[src/rtl/dmem_ctrl_pkg.sv]
// Shared types, length encodings and FSM state type for the data-memory
// controller, plus small helpers for access length and I/O address decode.
package dmem_ctrl_pkg;

    localparam int ROB_BIT_DEF = 4;

    typedef logic [31:0]            WORD_TP;
    typedef logic [31:0]            ADDR_TP;
    typedef logic [ROB_BIT_DEF-1:0] ROB_IDX_TP;

    localparam WORD_TP    ZERO_WORD    = '0;
    localparam ROB_IDX_TP ZERO_ROB_IDX = '0;

    // Access length encoding is (bytes - 1); any other code behaves as a word.
    localparam logic [3:0] LEN_B = 4'd0;
    localparam logic [3:0] LEN_H = 4'd1;
    localparam logic [3:0] LEN_W = 4'd3;

    // Address bits [17:16] equal to this select the memory-mapped I/O region.
    localparam logic [1:0] IO_ADDR_HI = 2'b11;

    typedef enum logic [1:0] {
        S_IDLE  = 2'd0,
        S_LOAD  = 2'd1,
        S_STORE = 2'd2,
        S_COOL  = 2'd3
    } dmem_state_e;

    // Index of the last byte of an access (n - 1).
    function automatic logic [1:0] last_byte_idx(input logic [3:0] len);
        case (len)
            LEN_B:   return 2'd0;
            LEN_H:   return 2'd1;
            default: return 2'd3;
        endcase
    endfunction

    function automatic logic is_io_addr(input ADDR_TP addr);
        return addr[17:16] == IO_ADDR_HI;
    endfunction

endpackage

[src/rtl/dmem_ctrl_if.sv]
// Bus bundle between the data-memory controller, the load/store buffer,
// the ROB, the CDB load channel and the byte-wide RAM port.
interface dmem_ctrl_if import dmem_ctrl_pkg::*; #(
    parameter int ROB_BIT = ROB_BIT_DEF
) ();

    // Handshakes:
    //  - Load: ld_ena is a level the buffer holds (with stable ld_* fields)
    //    until it observes the one-cycle ld_done pulse; the request is taken
    //    on the edge the controller accepts it and may be abandoned on rb.
    //  - Store: st_ena is a one-cycle pulse, taken only while st_ready=1;
    //    st_ready drops on the accepting edge and returns with st_done.
    //  - RAM: mem_din carries the byte addressed by the current mem_a;
    //    a byte is written on each edge that sees mem_wr=1.
    logic               ld_ena;
    ADDR_TP             ld_addr;
    logic [3:0]         ld_len;
    logic               ld_sext;
    logic [ROB_BIT-1:0] ld_src;
    logic               ld_done;
    WORD_TP             ld_data;

    logic               cdb_ld_valid;
    logic [ROB_BIT-1:0] cdb_ld_src;
    WORD_TP             cdb_ld_val;

    logic               st_ena;
    ADDR_TP             st_addr;
    logic [3:0]         st_len;
    WORD_TP             st_data;
    logic               st_ready;
    logic               st_done;

    ADDR_TP             mem_a;
    logic [7:0]         mem_dout;
    logic               mem_wr;
    logic [7:0]         mem_din;

    modport master (
        output ld_ena, ld_addr, ld_len, ld_sext, ld_src,
        output st_ena, st_addr, st_len, st_data,
        output mem_din,
        input  ld_done, ld_data, cdb_ld_valid, cdb_ld_src, cdb_ld_val,
        input  st_ready, st_done,
        input  mem_a, mem_dout, mem_wr
    );

    modport slave (
        input  ld_ena, ld_addr, ld_len, ld_sext, ld_src,
        input  st_ena, st_addr, st_len, st_data,
        input  mem_din,
        output ld_done, ld_data, cdb_ld_valid, cdb_ld_src, cdb_ld_val,
        output st_ready, st_done,
        output mem_a, mem_dout, mem_wr
    );

endinterface

[src/rtl/dmem_ctrl_ld_ext.sv]
// Load result extension: narrows the assembled little-endian word to the
// access length and sign- or zero-extends it back to 32 bits.
module dmem_ctrl_ld_ext import dmem_ctrl_pkg::*; (
    input  WORD_TP     raw_i,
    input  logic [3:0] len_i,
    input  logic       sext_i,
    output WORD_TP     ext_o
);

    // Byte/half replicate their top bit only when sign extension is asked for.
    always_comb begin
        ext_o = raw_i;
        case (len_i)
            LEN_B:   ext_o = {{24{sext_i & raw_i[7]}},  raw_i[7:0]};
            LEN_H:   ext_o = {{16{sext_i & raw_i[15]}}, raw_i[15:0]};
            default: ext_o = raw_i;
        endcase
    end

endmodule

[src/rtl/dmem_ctrl.sv]
// Data-memory controller: sequences one speculative load and one committed
// store at a time over a byte-wide RAM port and returns load results to the
// buffer and the CDB. A one-entry store buffer decouples the ROB commit pulse
// from RAM availability; a buffered store always wins over a new load.
// Optional feature macro: DMEM_IO_GUARD_EN holds stores to the I/O region
// while the UART FIFO is full and lets non-I/O loads overtake them.
module dmem_ctrl import dmem_ctrl_pkg::*; #(
    parameter int ROB_BIT = ROB_BIT_DEF
) (
    input  logic        clk,
    input  logic        rst,
    input  logic        rdy_i,
    input  logic        rb_i,
    input  logic        io_buffer_full_i,
    dmem_ctrl_if.slave  bus,
    output dmem_state_e dbg_state_o
);

    dmem_state_e        state_q,    state_d;
    logic [1:0]         k_q,        k_d;

    // Latched load request and partially assembled bytes.
    ADDR_TP             ld_addr_q,  ld_addr_d;
    logic [3:0]         ld_len_q,   ld_len_d;
    logic               ld_sext_q,  ld_sext_d;
    logic [ROB_BIT-1:0] ld_src_q,   ld_src_d;
    WORD_TP             ld_buf_q,   ld_buf_d;

    // One-entry committed-store buffer.
    logic               st_full_q,  st_full_d;
    ADDR_TP             st_addr_q,  st_addr_d;
    logic [3:0]         st_len_q,   st_len_d;
    WORD_TP             st_data_q,  st_data_d;

    // Registered outputs; the load result register feeds both the buffer and the CDB.
    logic               done_q,     done_d;
    WORD_TP             res_q,      res_d;
    logic [ROB_BIT-1:0] res_src_q,  res_src_d;
    logic               st_done_q,  st_done_d;
    ADDR_TP             mem_a_q,    mem_a_d;
    logic [7:0]         mem_dout_q, mem_dout_d;
    logic               mem_wr_q,   mem_wr_d;

    WORD_TP             raw_word;
    WORD_TP             ext_word;
    logic [1:0]         k_inc;
    logic               store_go;
    logic               load_go;

`ifdef DMEM_IO_GUARD_EN
    // An I/O store waits for FIFO space; only non-I/O loads may overtake it.
    assign store_go = !(is_io_addr(st_addr_q) && io_buffer_full_i);
    assign load_go  = !st_full_q || !is_io_addr(bus.ld_addr);
`else
    logic unused_io_full;
    assign unused_io_full = io_buffer_full_i;
    assign store_go       = 1'b1;
    assign load_go        = !st_full_q;
`endif

    // Merge the byte arriving this cycle into the partially assembled word.
    always_comb begin
        raw_word = ld_buf_q;
        raw_word[{k_q, 3'b000} +: 8] = bus.mem_din;
    end

    dmem_ctrl_ld_ext u_ld_ext (
        .raw_i  (raw_word),
        .len_i  (ld_len_q),
        .sext_i (ld_sext_q),
        .ext_o  (ext_word)
    );

    // Next-state and next-output logic for the store buffer and the FSM.
    always_comb begin
        state_d    = state_q;
        k_d        = k_q;
        ld_addr_d  = ld_addr_q;
        ld_len_d   = ld_len_q;
        ld_sext_d  = ld_sext_q;
        ld_src_d   = ld_src_q;
        ld_buf_d   = ld_buf_q;
        st_full_d  = st_full_q;
        st_addr_d  = st_addr_q;
        st_len_d   = st_len_q;
        st_data_d  = st_data_q;
        done_d     = 1'b0;
        res_d      = res_q;
        res_src_d  = res_src_q;
        st_done_d  = 1'b0;
        mem_a_d    = mem_a_q;
        mem_dout_d = mem_dout_q;
        mem_wr_d   = mem_wr_q;
        k_inc      = k_q + 2'd1;

        // A pulse while the buffer is occupied is a protocol error and is dropped.
        if (bus.st_ena && !st_full_q) begin
            st_full_d = 1'b1;
            st_addr_d = bus.st_addr;
            st_len_d  = bus.st_len;
            st_data_d = bus.st_data;
        end

        case (state_q)
            S_IDLE: begin
                if (st_full_q && store_go) begin
                    state_d    = S_STORE;
                    k_d        = 2'd0;
                    mem_wr_d   = 1'b1;
                    mem_a_d    = st_addr_q;
                    mem_dout_d = st_data_q[7:0];
                end else if (bus.ld_ena && !rb_i && load_go) begin
                    // A request seen together with rb belongs to the flushed path.
                    state_d   = S_LOAD;
                    k_d       = 2'd0;
                    ld_addr_d = bus.ld_addr;
                    ld_len_d  = bus.ld_len;
                    ld_sext_d = bus.ld_sext;
                    ld_src_d  = bus.ld_src;
                    ld_buf_d  = ZERO_WORD;
                    mem_a_d   = bus.ld_addr;
                end
            end

            S_LOAD: begin
                if (rb_i) begin
                    // Partial bytes are simply abandoned; ld_buf is cleared on the next accept.
                    state_d = S_IDLE;
                end else begin
                    ld_buf_d = raw_word;
                    k_d      = k_inc;
                    mem_a_d  = ld_addr_q + 32'(k_q) + 32'd1;
                    if (k_q == last_byte_idx(ld_len_q)) begin
                        state_d   = S_COOL;
                        done_d    = 1'b1;
                        res_d     = ext_word;
                        res_src_d = ld_src_q;
                    end
                end
            end

            S_STORE: begin
                if (k_q == last_byte_idx(st_len_q)) begin
                    state_d   = S_IDLE;
                    mem_wr_d  = 1'b0;
                    st_done_d = 1'b1;
                    st_full_d = 1'b0;
                end else begin
                    k_d        = k_inc;
                    mem_a_d    = st_addr_q + 32'(k_q) + 32'd1;
                    mem_dout_d = st_data_q[{k_inc, 3'b000} +: 8];
                end
            end

            // The buffer is still holding ld_ena for the request just finished.
            S_COOL: begin
                state_d = S_IDLE;
            end

            default: begin
                state_d = S_IDLE;
            end
        endcase
    end

    // State register; rdy low freezes every register including the store buffer.
    always_ff @(posedge clk or posedge rst) begin
        if (rst) begin
            state_q    <= S_IDLE;
            k_q        <= 2'd0;
            ld_addr_q  <= ZERO_WORD;
            ld_len_q   <= LEN_B;
            ld_sext_q  <= 1'b0;
            ld_src_q   <= '0;
            ld_buf_q   <= ZERO_WORD;
            st_full_q  <= 1'b0;
            st_addr_q  <= ZERO_WORD;
            st_len_q   <= LEN_B;
            st_data_q  <= ZERO_WORD;
            done_q     <= 1'b0;
            res_q      <= ZERO_WORD;
            res_src_q  <= '0;
            st_done_q  <= 1'b0;
            mem_a_q    <= ZERO_WORD;
            mem_dout_q <= 8'h00;
            mem_wr_q   <= 1'b0;
        end else if (rdy_i) begin
            state_q    <= state_d;
            k_q        <= k_d;
            ld_addr_q  <= ld_addr_d;
            ld_len_q   <= ld_len_d;
            ld_sext_q  <= ld_sext_d;
            ld_src_q   <= ld_src_d;
            ld_buf_q   <= ld_buf_d;
            st_full_q  <= st_full_d;
            st_addr_q  <= st_addr_d;
            st_len_q   <= st_len_d;
            st_data_q  <= st_data_d;
            done_q     <= done_d;
            res_q      <= res_d;
            res_src_q  <= res_src_d;
            st_done_q  <= st_done_d;
            mem_a_q    <= mem_a_d;
            mem_dout_q <= mem_dout_d;
            mem_wr_q   <= mem_wr_d;
        end
    end

    assign bus.ld_done      = done_q;
    assign bus.ld_data      = res_q;
    assign bus.cdb_ld_valid = done_q;
    assign bus.cdb_ld_src   = res_src_q;
    assign bus.cdb_ld_val   = res_q;
    assign bus.st_ready     = ~st_full_q;
    assign bus.st_done      = st_done_q;
    assign bus.mem_a        = mem_a_q;
    assign bus.mem_dout     = mem_dout_q;
    // The RAM freezes with the core, so no write may leak out while rdy is low.
    assign bus.mem_wr       = mem_wr_q & rdy_i;
    assign dbg_state_o      = state_q;

endmodule
[src/flat_wrapper.sv]
// flat-port wrapper written by rule: the top's interface ports become plain ports
module dmem_ctrl_flat import dmem_ctrl_pkg::*;
#(
    parameter int ROB_BIT = ROB_BIT_DEF
)
  (clk, rst, rdy_i, rb_i, io_buffer_full_i, dbg_state_o, bus_ld_ena, bus_ld_addr, bus_ld_len, bus_ld_sext, bus_ld_src, bus_st_ena, bus_st_addr, bus_st_len, bus_st_data, bus_mem_din, bus_ld_done, bus_ld_data, bus_cdb_ld_valid, bus_cdb_ld_src, bus_cdb_ld_val, bus_st_ready, bus_st_done, bus_mem_a, bus_mem_dout, bus_mem_wr);
  dmem_ctrl_if #(.ROB_BIT(ROB_BIT)) bus_i ();
  input  logic clk;
  input  logic rst;
  input  logic rdy_i;
  input  logic rb_i;
  input  logic io_buffer_full_i;
  output dmem_state_e dbg_state_o;
  input wire logic [$bits(bus_i.ld_ena)-1:0] bus_ld_ena;
  input wire logic [$bits(bus_i.ld_addr)-1:0] bus_ld_addr;
  input wire logic [$bits(bus_i.ld_len)-1:0] bus_ld_len;
  input wire logic [$bits(bus_i.ld_sext)-1:0] bus_ld_sext;
  input wire logic [$bits(bus_i.ld_src)-1:0] bus_ld_src;
  input wire logic [$bits(bus_i.st_ena)-1:0] bus_st_ena;
  input wire logic [$bits(bus_i.st_addr)-1:0] bus_st_addr;
  input wire logic [$bits(bus_i.st_len)-1:0] bus_st_len;
  input wire logic [$bits(bus_i.st_data)-1:0] bus_st_data;
  input wire logic [$bits(bus_i.mem_din)-1:0] bus_mem_din;
  output wire logic [$bits(bus_i.ld_done)-1:0] bus_ld_done;
  output wire logic [$bits(bus_i.ld_data)-1:0] bus_ld_data;
  output wire logic [$bits(bus_i.cdb_ld_valid)-1:0] bus_cdb_ld_valid;
  output wire logic [$bits(bus_i.cdb_ld_src)-1:0] bus_cdb_ld_src;
  output wire logic [$bits(bus_i.cdb_ld_val)-1:0] bus_cdb_ld_val;
  output wire logic [$bits(bus_i.st_ready)-1:0] bus_st_ready;
  output wire logic [$bits(bus_i.st_done)-1:0] bus_st_done;
  output wire logic [$bits(bus_i.mem_a)-1:0] bus_mem_a;
  output wire logic [$bits(bus_i.mem_dout)-1:0] bus_mem_dout;
  output wire logic [$bits(bus_i.mem_wr)-1:0] bus_mem_wr;
  assign bus_i.ld_ena = bus_ld_ena;
  assign bus_i.ld_addr = bus_ld_addr;
  assign bus_i.ld_len = bus_ld_len;
  assign bus_i.ld_sext = bus_ld_sext;
  assign bus_i.ld_src = bus_ld_src;
  assign bus_i.st_ena = bus_st_ena;
  assign bus_i.st_addr = bus_st_addr;
  assign bus_i.st_len = bus_st_len;
  assign bus_i.st_data = bus_st_data;
  assign bus_i.mem_din = bus_mem_din;
  assign bus_ld_done = bus_i.ld_done;
  assign bus_ld_data = bus_i.ld_data;
  assign bus_cdb_ld_valid = bus_i.cdb_ld_valid;
  assign bus_cdb_ld_src = bus_i.cdb_ld_src;
  assign bus_cdb_ld_val = bus_i.cdb_ld_val;
  assign bus_st_ready = bus_i.st_ready;
  assign bus_st_done = bus_i.st_done;
  assign bus_mem_a = bus_i.mem_a;
  assign bus_mem_dout = bus_i.mem_dout;
  assign bus_mem_wr = bus_i.mem_wr;
  dmem_ctrl #(.ROB_BIT(ROB_BIT)) u_core (.clk(clk), .rst(rst), .rdy_i(rdy_i), .rb_i(rb_i), .io_buffer_full_i(io_buffer_full_i), .bus(bus_i), .dbg_state_o(dbg_state_o));
endmodule
[config.mk]
export PLATFORM = sky130hd
export DESIGN_NAME = dmem_ctrl_flat
export DESIGN_NICKNAME = d
export VERILOG_FILES = /design/src/rtl/dmem_ctrl_pkg.sv /design/src/rtl/dmem_ctrl_if.sv /design/src/rtl/dmem_ctrl_ld_ext.sv /design/src/rtl/dmem_ctrl.sv /design/src/flat_wrapper.sv
export SDC_FILE = /design/constraint.sdc
export NUM_CORES = 1
export LEC_CHECK = 0
export CORE_ASPECT_RATIO = 1.1
export CORE_MARGIN = 2
export CORE_UTILIZATION = 52
export CTS_CLUSTER_DIAMETER = 30
export DETAILED_ROUTE_END_ITERATION = 8
export GPL_TIMING_DRIVEN = 0
export HOLD_SLACK_MARGIN = 0.03
export MAX_ROUTING_LAYER = met4
export PLACE_DENSITY = 0.81
export SKIP_LAST_GASP = 1
export SLEW_MARGIN = 5
export SYNTH_ARGS = -nofsm -noshare
export SYNTH_HDL_FRONTEND = slang
export SYNTH_SLANG_ARGS = --single-unit
[constraint.sdc]
create_clock -name clk -period 12 [get_ports clk]
set_input_delay 3.6 -clock clk [delete_from_list [all_inputs] [get_ports clk]]
set_output_delay 3.6 -clock clk [all_outputs]
set_load 0.01 [all_outputs]
======== Word-level counts from Yosys, hierarchy flattened ========
Index checks and enable logic that the tools add are counted.
storage, ports and cells
  word-level logic and storage cells ...... 107
  bits in registers ....................... 225
  input bits .............................. 124
operators by class
  equality and inequality tests ........... 15
  reduce and logical (&&, ||, !) cells .... 19
  add/sub/neg operators ................... 6
  bitwise gates (word level) .............. 5
  muxes and demuxes ....................... 41
  shifts and indexed selects .............. 3
operators with widths
  kind                                                                     count
  32-bit 2-to-1 mux                                                        7
  32-bit case mux with 2 select lines                                      2
  32-bit case mux with 3 select lines                                      1
  32-bit by 1-bit adder with 32-bit output, second input constant          2
  32-bit by 2-bit adder with 32-bit output                                 2
  32-bit bitwise mux                                                       1
  8-bit by 7-bit variable shift with 32-bit output, first input constant   1
  32-bit by 6-bit indexed part select with 8-bit output                    1
  8-bit by 7-bit indexed part select with 32-bit output                    1
  2-bit 2-to-1 mux                                                         12
  4-bit AND reduction                                                      5
  8-bit 2-to-1 mux                                                         2
  8-bit case mux with 2 select lines                                       1
  1-bit 2-to-1 mux                                                         10
  5-bit AND reduction                                                      2
  4-bit by 1-bit == test with 1-bit output, second input constant          2
  4-bit logical NOT                                                        2
  2-bit case mux with 2 select lines                                       2
  2-bit case mux with 4 select lines                                       1
  5-bit negation with 7-bit output                                         1
  2-bit by 1-bit inequality test with 1-bit output, second input constant  3
  2-bit inequality test, second input constant                             3
  2-bit case mux with 3 select lines                                       1
  2-bit == test                                                            2
  other kinds (14)                                                         22

======== Logic depth before layout (Yosys ltp) ========
Gate-level depths: netlist of the first run.
  word-level depth ........................ 8
  depth in mapped cells ................... 11
  depth with buffers taken out ............ 9

======== Cells and area by module ========
From an unflattened synthesis of the first run, not the netlist that was laid out.
unflattened totals
  cells, all modules ...................... 1115
  area, all modules ....................... 12289.3 um2
modules (own cells, without submodules)
  module            area an instance (um2)  seq. area each (um2)  cells an instance  times used
  dmem_ctrl         11813.8                 5630.4                1065               1
  dmem_ctrl_ld_ext  475.5                   0.0                   50                 1

======== Worst setup path before layout of the first run ========
No wires, ideal clock.
  path kind ............................... input-to-output
  from .................................... input rdy_i
  to ...................................... output bus_mem_wr
  path slack .............................. 4.368 ns
  stages .................................. 2
  arrival ................................. 4.032 ns
  cell sequence ........................... clkbuf_1 -> and2_1
between the ends
  word-level cells in the longest chain between the ends .. 1
ends and longest elaborated chain
  element            RTL line            text
  from (decl)        flat_wrapper.sv:10  input logic rdy_i;
  1-bit bitwise AND  dmem_ctrl.sv:219    assign bus.mem_wr = mem_wr_q & rdy_i;
  to (decl)          flat_wrapper.sv:33  output wire logic [$bits(bus_i.mem_wr)-1:0] bus_mem_wr;
Every way passes these cells.

======== Worst setup path in the final report of the first run ========
Ends and elaborated chain as after synthesis.

==> summary.md, run 1 <==
| Metric | Value |
|---|---|
| Required @ worst endpoint | approximately 8.4 ns |
| Headroom to the max-slew limit | between 40 and 50% |
| Worst Max-Slew Pin Slew | 0.8976 ns |
| Horizontal extent of the die | approximately 150 µm |
| Highest Clock Rate | between 100 and 150 MHz |
| Placement-stage worst setup slack | about 3.8 ns |
| Sequential cell area | approximately 5600 µm² |
| Vertical die dimension | 161.9 µm |
| Switching part of the total power | roughly 36% |
| Area of the die | roughly 24000 µm² |
| Synthesized area per cell | between 10 and 15 µm² |
| Post-CTS resize count | 0 |
| Area used by multi-input combinational logic | 5554 µm² |
| Detailed router's first-iteration violation count | 781 |
| Cell Area, Placed | 14580 µm² |
| PnR worst setup slack | 3.731 ns |
| Gpl congestion | around 0.94 |
| NumNets Final | about 1500 |
| Largest clock skew in the final design | a little over 0.03 ns |
| Number of antenna violations at the first check in global routing | 0 |
| Proportion of netlist area held by the largest area contributor | approximately 48% |
| Internal Power | approximately 2.9 mW |
| Root Buffer Master | clkbuf_16 |
| Portion of netlist area occupied by mux cells | between 10% and 20% |
| Row Count | between 50 and 60 |
| Quantity of I/O buffers inserted on ports | around 240 |
| CTS tree | yes |
| Most numerous cell in the Yosys netlist | dfrtp_1 |
| Worst hold-check path type | reg -> reg |
| Tcrit/Tclk final | approximately 70% |
| Reported max-cap violation count | 0 |
| Power spent charging and discharging nets | around 1.6 mW |
| Final Hold Viols | 0 |
| Largest area contributor in the synthesized netlist | dfrtp_1 |
| Total power consumption of the routed design | ~4.5 mW |
| Area fraction in compound gates after synthesis | around 15% |
| Routed wire length | roughly 35000 µm |
| Core outline area | approximately 22000 µm² |
| Clock power share | between 20% and 30% |
| Quantity of hold-fixing buffers added after cts | 0 |
| Largest net degree at the start of global routing | 127 |
| Nature of the critical path endpoint | output port |
| Layout filler cell count | between 1500 and 2000 |
| Mapped Nets | 1227 |
| XOR/XNOR share of the synthesized area | under 10% |
| Worst vdd ir | between 0.0001 and 0.00015 V |
| Total DRC errors in the routed layout | 0 |
| Remaining antenna violation count | 0 |
| Via count | slightly above 10000 |
| Final design instance area without fill | ~16000 µm² |
| Portion of total power attributed to combinational logic | between 40% and 50% |
| Wire length of the first global-routing pass | around 55000 µm |
| Num CTS Buffers | 44 |
| Final critical-path required period | 8.269 ns |
| Count of final max-slew check failures | 0 |
| Grt ovf | 0 |
| Mean routed wirelength per cell | a little over 20 µm |
| Clock insertion delay at the later pin of the skew report | around 0.55 ns |
| I/O pin count | about 240 |
| Peak fanout along the critical path | 9 |
| Post-synth EDFFs | 0 |
| CP startpoint kind | input pin |
| Synth Cell Area | between 10000 and 15000 µm² |
| Most common library cells after synthesis | 225 x dfrtp_1, 136 x mux2_2, 65 x nand2_1, 56 x a21oi_1, 48 x nor2b_1 |
| Ys flop type | dfrtp_1 |
| Synth-to-layout area growth | 37.10% |
| Combinational family with the most area after synthesis | compound AO/OA/AOI/OAI gates |
| Vias per cell | roughly 5.9 |
| Mapped Cells | ~1100 |
| Vias in the first global route | 10260 |
| Basic-gate share of the synthesized area counting and, or, nand and nor cells | approximately an eighth |
| Relative contribution of sequential cells to total power | 29.8% |
| Maximum count of clock buffers along a single path | 3 |
| Number of warnings printed during yosys synthesis | 0 |
| Max H-tree Level | 2 |
| Type of the worst setup path | in -> out |
| Clk pin slew, worst setup/hold paths | 0.04 ns |
| Detailed placement HPWL | 24940 µm |
| Unrepaired setup endpoints after global routing | false |
| Flip-flop and latch count after synthesis | 225 |
| Lkg Pwr | ~7 nW |
| Count of cell types in the netlist | 56 |
| Synth Area in Adders | between 1.5 and 2% |
| Pre-Repair DR Iteration Count | 5 |
| Data arrival at the endpoint of the critical path | 4.67 ns |
| Setup_tns | 0 ns |
| Sinks on Clock Net | between 200 and 250 |
| Layout cell share with drive strength beyond 1 | 18.96% |
| Result of the run | completed |
| Sequential-to-total area share from yosys stat | between 40% and 50% |
| Areal power density over the cells | ~280 nW/µm² |
| Final setup violation count | 0 |
| Buffers inserted during post-CTS setup optimization | 0 |
| Starting utilization of the core area | between 50% and 60% |
| Total track usage | a little under a third |
| Dominant cells by area after synthesis | dfrtp_1 48%, mux2_2 13%, xnor2_1 2.7% |
| Post-synthesis async set-or-reset flop share | between 90% and 100% |
## path summary, 6_finish.rpt
path                                     startpoint                        end  slack, ns  cells past startpoint
max in group asynchronous                       rst        u_core.st_data_q[5]       7.44                      4
worst min-delay path            u_core.ld_buf_q[19]        u_core.ld_buf_q[19]       0.47                      2
worst max-delay path                          rdy_i                 bus_mem_wr       3.73                      3
worst min register to register  u_core.ld_buf_q[19]        u_core.ld_buf_q[19]       0.47                      2
worst max register to register        u_core.k_q[0]       u_core.bus.mem_a[30]       8.56                     11
min in group asynchronous                       rst  u_core.bus.cdb_ld_val[25]       3.35                      2
## metal layers
layer	up-vias	routed length [µm]	GRT usage (%)
li1	4502	-	-
met1	4952	13490	36.69
met2	496	17570	49.18
met3	127	2641	5.843
met4	0	1589	14.42
met5	-	0	-
## power groups by stage
stage / Combinational (mW) / Clock (mW) / Sequential (mW)
floorplan: 1.06 / 0 / 1.31
global placement: 1.77 / 0 / 1.32
detailed placement: 1.81 / 0 / 1.33
CTS: 1.84 / 1.30 / 1.32
global route: 1.98 / 1.34 / 1.37
finish: 1.85 / 1.29 / 1.33
## registers in the layout, indices dropped and copies added (netlist names), 8 cells and up
name,cells
u_core.ld_buf_q,32
u_core.bus.mem_dout,8
u_core.bus.mem_a,32
u_core.st_data_q,32
u_core.ld_addr_q,32
u_core.st_addr_q,32
u_core.bus.cdb_ld_val,32
## through the flow
step,instances,hold slack (ns),utilization (%)
after floorplan,1086,0.4422,-
after global placement,1617,0.4546,65.47
after detailed placement,1619,0.4631,65.75
after CTS,1698,0.4741,72.87
after global routing,1698,0.5001,72.87
final,1699,0.4655,72.88
## cell usage in the layout (no fill, tap or decap), types with 7 or more instances in the layout
cell type	Yosys	final
a211oi_1	18	18
a21oi_1	56	56
a221oi_1	24	24
a22o_1	13	13
a22oi_1	8	8
and2_1	8	8
and4_1	11	11
buf_1	17	17
buf_2	8	8
buf_4	35	35
bufinv_16	0	7
clkbuf_1	37	42
clkbuf_16	0	45
clkdlybuf4s50_1	0	236
dfrtp_1	225	225
ha_1	15	15
inv_1	22	21
mux2_2	136	136
mux2i_1	11	11
nand2_1	65	65
nand3_1	19	19
nand4_1	9	9
nor2_1	39	39
nor2b_1	48	48
nor3_1	20	20
nor4_1	12	12
o211ai_1	28	28
o21a_1	25	25
o21ai_0	36	36
o221ai_1	8	8
o22ai_1	8	8
o31ai_1	19	19
xnor2_1	36	36
xor2_1	26	26
## layout make-up
type	count	share of cell area [%]
diodes	1	0.01548
multi-input cells	738	34.36
plain buffers	99	3.189
clock buffers	55	7.508
inverters	24	0.6038
well taps	295	2.283
repair buffers	238	14.95
flip-flops and latches	225	34.83
clock inverters	24	2.252
## cell families (layout without fill, tap and decap cells)
group / Yosys count / after routing
flip-flops: 225 / 225
adder cells (fa/ha/maj): 17 / 17
buffers and inverters: 123 / 440
multiplexers: 147 / 147
AO/OA/AOI/OAI: 256 / 256
other: 0 / 1
AND/OR/NAND/NOR: 256 / 256
XOR/XNOR: 62 / 62
## worst max-delay path, stage by stage
cell and delay (ns):
clkbuf_1 0.29, and2_1 0.19, clkdlybuf4s50_1 0.59
(Power assumes the default switching activity.)
==> inputs of run 2 (changes only) <==
Clock period 12 ns to 8.53 ns, I/O delays scaled along.
==> run 2 against run 1 <==
Setup slack got worse by 1.4 ns; die area unchanged; sequential cell count unchanged; worst hold slack improved by 0.0050 ns; routed wire length increased by 1.7%; count of clock-buffer cells in the layout decreased by 8; global-route usage increased by 0.59 points; total power increased by 39%; critical endpoint unchanged.
==> summary.md, run 2 (same netlist as run 1, synthesis figures left out) <==
| Metric | Value |
|---|---|
| Commonest cells after routing, fill and taps aside | 236 x clkdlybuf4s50_1, 225 x dfrtp_1, 136 x mux2_2 |
| Endpoint with the worst hold slack | u_core.ld_buf_q[31] |
| Number of antenna violations at the first check in global routing | 0 (unchanged) |
| Source of the worst hold timing path | u_core.ld_buf_q[31] |
| Layout cell share with drive strength beyond 1 | 19.01% (+0.054 points) |
| Final worst hold slack | 0.4705 ns (+0.005045 ns) |
| Areal power density over the cells | 386.4 nW/µm² (+40%) |
| Detailed router's first-iteration violation count | 759 (-2.8%) |
| Grt ovf | 0 (unchanged) |
| Reported max-cap violation count | 0 (unchanged) |
| Placed cell count | 1622 (+0.19%) |
| Count of final max-slew check failures | 0 (unchanged) |
| Core outline area | 22180 µm² (unchanged) |
| Via count | 10100 (+0.27%) |
| Area of the die | 23900 µm² (unchanged) |
| Total DRC errors in the routed layout | 0 (unchanged) |
| Wire length of the first global-routing pass | 55990 µm (+1.0%) |
| Buffers inserted during post-CTS setup optimization | 0 (unchanged) |
| Vias in the first global route | 10300 (+0.40%) |
| Horizontal extent of the die | 147.6 µm (unchanged) |
| Gpl congestion | 0.9287 (-1.5%) |
| Post-CTS resize count | 0 (unchanged) |
| Vertical die dimension | 161.9 µm (unchanged) |
| Synth-to-layout area growth | 36.42% |
| Total power consumption of the routed design | 6.215 mW (+39%) |
| Sinks on Clock Net | 225 (unchanged) |
| PnR worst setup slack | 2.332 ns (-1.399 ns) |
| Vias per cell | 5.965 (+0.56%) |
| Routed wire length | 35880 µm (+1.7%) |
| Count of buffer and inverter cells on the critical path | 2 (unchanged) |
| Headroom to the max-slew limit | 33.40% (-6.8 points) |
| Type of the worst setup path | in -> out |
| Final critical-path required period | approximately 6.2 ns |
| Routed met1 length | 13940 µm (+3.3%) |
| Setup_tns | 0 ns (unchanged) |
| Crit Reg-Reg Startpoint | u_core.k_q[0] |
| Nature of the critical path endpoint | output port |
| Final Instance Count excl. Fillers | 1694 (-0.29%) |
| Required @ worst endpoint | 5.97 ns (-2.43 ns) |
| Routed length on met2 | 17510 µm (-0.31%) |
| NumNets Final | 1511 (unchanged) |
| Row Count | 57 (unchanged) |
| Worst vdd ir | 0.0002293 V (+57%) |
| Largest clock skew in the final design | 0.01514 ns (-0.01598 ns) |
| Met3 Routed Length | 2726 µm (+3.2%) |
| Remaining antenna violation count | 0 (unchanged) |
| I/O pin count | 239 (unchanged) |
| Result of the run | completed |
| Crit path max-delay family | buffers and inverters |
| Mean routed wirelength per cell | 21.18 µm (+2.0%) |
| Worst Max-Slew Pin Slew | 0.9990 ns (+0.1014 ns) |
| Final design instance area without fill | 16080 µm² (-0.50%) |
| Largest net degree at the start of global routing | 42 (-67%) |
| CTS tree | yes |
| Maximum count of clock buffers along a single path | 3 (unchanged) |
| Most common cell after layout, fill and taps aside | clkdlybuf4s50_1 |
| Starting utilization of the core area | 53.16% (unchanged) |
| Final Hold Viols | 0 (unchanged) |
| Lkg Pwr | 6.835 nW (-0.57%) |
| Highest signal layer in the routed design | met4 |
| Delay contributed by the slowest stage of the critical path | 0.59 ns (about the same) |
| Cell depth of the worst hold path | 2 (unchanged) |
| Peak fanout along the critical path | 9 (unchanged) |
| Critical Path Slowest Stage Cell | clkdlybuf4s50_1 |
| CP Cell Sequence | clkbuf_1 > and2_1 > clkdlybuf4s50_1 |
| Clock insertion delay at the later pin of the skew report | 0.52 ns (-0.03 ns) |
| Tcrit/Tclk final | 72.66% |
| Cell Area, Placed | 14630 µm² (+0.28%) |
| Detailed placement HPWL | 25410 µm (+1.9%) |
| Total track usage | 30.90% (+0.59 points) |
| Final setup violation count | 0 (unchanged) |
| Antenna Diode Count | 0 (-1) |
| Clk pin slew, worst setup/hold paths | 0.05 ns (about the same) |
| Max H-tree Level | 2 (unchanged) |
| Root Buffer Master | clkbuf_16 |
| Num CTS Buffers | 41 (-6.8%) |
| Quantity of I/O buffers inserted on ports | 236 (unchanged) |
| CP startpoint kind | input pin |
| Placement-stage worst setup slack | 2.367 ns (-1.385 ns) |
| Quantity of hold-fixing buffers added after cts | 0 (unchanged) |
| Unrepaired setup endpoints after global routing | false |
| Data arrival at the endpoint of the critical path | 3.64 ns (-1.03 ns) |
| Logic depth of the worst setup path including buffers | 3 (unchanged) |
| Setup slack, reg-to-reg | 5.10 ns (-3.46 ns) |
| Highest Clock Rate | between 150 and 200 MHz |
| Worst hold-check path type | reg -> reg |
| Depth of the worst register-to-register path | 11 (unchanged) |
| Pre-Repair DR Iteration Count | 8 (+3) |
| Worst reg2reg path endpoint | u_core.bus.mem_a[30] |
| Post-Route Utilization | 72.52% (-0.36 points) |
==> run 2: worst max path at each step <==
stage,endpoint,start
floorplan,bus_mem_wr,rdy_i
global placement,u_core.st_data_q[0],rst
detailed placement,bus_mem_wr,rdy_i
CTS,bus_mem_wr,rdy_i
global route,bus_mem_wr,rdy_i
finish,bus_mem_wr,rdy_i
==> run 2: layout make-up <==
type	instances	area [µm²]
sequential	225	5630
buffer	99	515.5
timing repair buffer	241	2462
clock buffer	47	1099
tap	295	369.1
clock inverter	25	360.3
fill	1563	6096
multi-input combinational	738	5554
inverter	24	93.84
==> run 2: per-layer routing <==
layer | up-vias | GRT usage, %
met1 | 4966 | 37.71
li1 | 4506 | -
met2 | 500 | 50.42
met3 | 132 | 5.618
met4 | 0 | 13.85
met5 | - | -
==> run 2: worst min-delay path, cell delays in order (launching register included) <==
cell,delay (ns)
dfrtp_1,0.33
nand2_1,0.04
o21ai_0,0.06
==> run 2: where the power goes <==
part	internal (mW)	switching (mW)	total (mW)
Combinational	1.31	1.30	2.61
Sequential	1.48	0.392	1.88
Clock	1.17	0.562	1.73
==> inputs of run 3 (changes only) <==
Clock period 8.53 ns to 5.98 ns, I/O delays scaled along.
==> results of run 3 <==
Same layout as run 2 (identical final DEF). Status: completed.
Main changes from that run: setup slack after placement 2.367 ns -> 1.347 ns; setup slack after layout 2.332 ns -> 1.312 ns; register-to-register setup slack 5.10 ns -> 2.55 ns; total power 6.215 mW -> 8.866 mW; worst IR drop on VDD 0.0002293 V -> 0.0003271 V
==> variant (settings of run 3) <==
Add a define of `DMEM_IO_GUARD_EN`.
--- a/src/rtl/dmem_ctrl.sv
+++ b/src/rtl/dmem_ctrl.sv
@@ -6,2 +6,4 @@
 // while the UART FIFO is full and lets non-I/O loads overtake them.
+`define DMEM_IO_GUARD_EN
+
 module dmem_ctrl import dmem_ctrl_pkg::*; #(
Behaviour: not the same (a bounded check fails within 4 cycles, from zero or initial values and one cycle with rst high).
==> variant against run 3 <==
Hold slack worse by 0.0034 ns. Sequential cell count is the same. Largest power group unchanged. Critical path type unchanged. Area after synthesis grew 0.60%. Total power up 5.9%. Die area grew 0.59%. Largest cell class unchanged. Global-route usage up 0.95 points. Critical endpoint unchanged. Critical path depth rose by 1. Design area is 1.0% higher. Worst setup slack worse by 0.72 ns. Wire length grew 5.1%.
==> variant: results (changes against run 3) <==
\begin{tabular}{lr}
\hline
Metric & Value \\
\hline
\multicolumn{2}{l}{\textbf{Clock network}} \\
Clock insertion delay at the later pin of the skew report & 0.54 ns (+0.02 ns) \\
Cts bufs inserted & 43 (+4.9\%) \\
\multicolumn{2}{l}{\textbf{Layout}} \\
Share of cells above drive strength 1 & 0.177 (-0.0135) \\
\multicolumn{2}{l}{\textbf{Synth}} \\
Count of cell types in the netlist & 63 (+13\%) \\
Share of synthesized area occupied by flip-flops and latches & 0.475 (-0.00287) \\
Most used standard cells in the synthesized netlist & sky130\_fd\_sc\_hd\_\_dfrtp\_1, sky130\_fd\_sc\_hd\_\_mux2\_2, sky130\_fd\_sc\_hd\_\_nand2\_1 \\
Total nets after synthesis & 1304 (+6.3\%) \\
\multicolumn{2}{l}{\textbf{GRT}} \\
Global-route wire length before repair & 58100 µm (+3.8\%) \\
Met1 track demand over resource & 0.400 (+0.0227) \\
Met3 Usage GRT & 0.0515 (-0.00464) \\
Maximum number of pins on one net before global-route repair & 41 (-2.4\%) \\
Gr usage total & 0.318 (+0.00949) \\
\multicolumn{2}{l}{\textbf{Routing}} \\
Met1 Wirelength & 14500 µm (+4.0\%) \\
Routed met3 length & 3530 µm (+30\%) \\
\multicolumn{2}{l}{\textbf{Placement}} \\
Sum of net half-perimeters after detailed placement & 26500 µm (+4.3\%) \\
Post-placement cell count & 1701 (+4.9\%) \\
Count of input and output buffers & 238 (+0.85\%) \\
Global placement routability congestion & 0.964 (+3.7\%) \\
\multicolumn{2}{l}{\textbf{Timing}} \\
Worst hold slack & 0.467 ns (-0.00341 ns) \\
Transition time at the pin with the least slew margin & 0.937 ns (-0.0616 ns) \\
\multicolumn{2}{l}{\textbf{Run status}} \\
Run status & complete, no violations \\
\multicolumn{2}{l}{\textbf{Critical path}} \\
Maximum net fanout on the critical path & 10 (+1) \\
Arrival time reported for the critical path endpoint & 3.59 ns (+0.72 ns) \\
Worst R2R End & u\_core.bus.mem\_a[24]\$\_DFFE\_PP0P\_ \\
Worst reg2reg setup slack & 2.01 ns (-0.54 ns) \\
\multicolumn{2}{l}{\textbf{Pwr}} \\
Worst IR drop on VDD & 309 µV (-5.5\%) \\
\multicolumn{2}{l}{\textbf{Worst hold path}} \\
Hold Path Sink & u\_core.ld\_buf\_q[24]\$\_DFFE\_PP0P\_ \\
\hline
\end{tabular}
## variant: final cells by class
class                   count  area (µm²)
clock inverters            22         319
plain buffers             105         537
flip-flops and latches    225        5630
multi-input cells         806        5590
repair buffers            243        2480
well taps                 295         369
diodes                      1        2.50
fillers                  1588        6000
clock buffers              55        1210
inverters                  27         105
## variant: where the power goes
part	leakage, nW	internal [mW]	switching, mW
Clock	0.736	1.73	0.803
Combinational	3.36	1.97	2.17
Sequential	2.86	2.14	0.578
Total	6.96	5.84	3.55
## variant: cells by family (layout without fill, tap and decap cells)
group           Yosys count  in the layout  share of synthesized area
compound gates          249            249                      0.141
xor+xnor                 59             59                     0.0436
fa+ha+maj                17             17                     0.0192
buf+inv                 132            452                     0.0538
flops                   225            225                      0.475
mux                     129            129                      0.122
other cells               0              1                          0
simple gates            352            352                      0.146
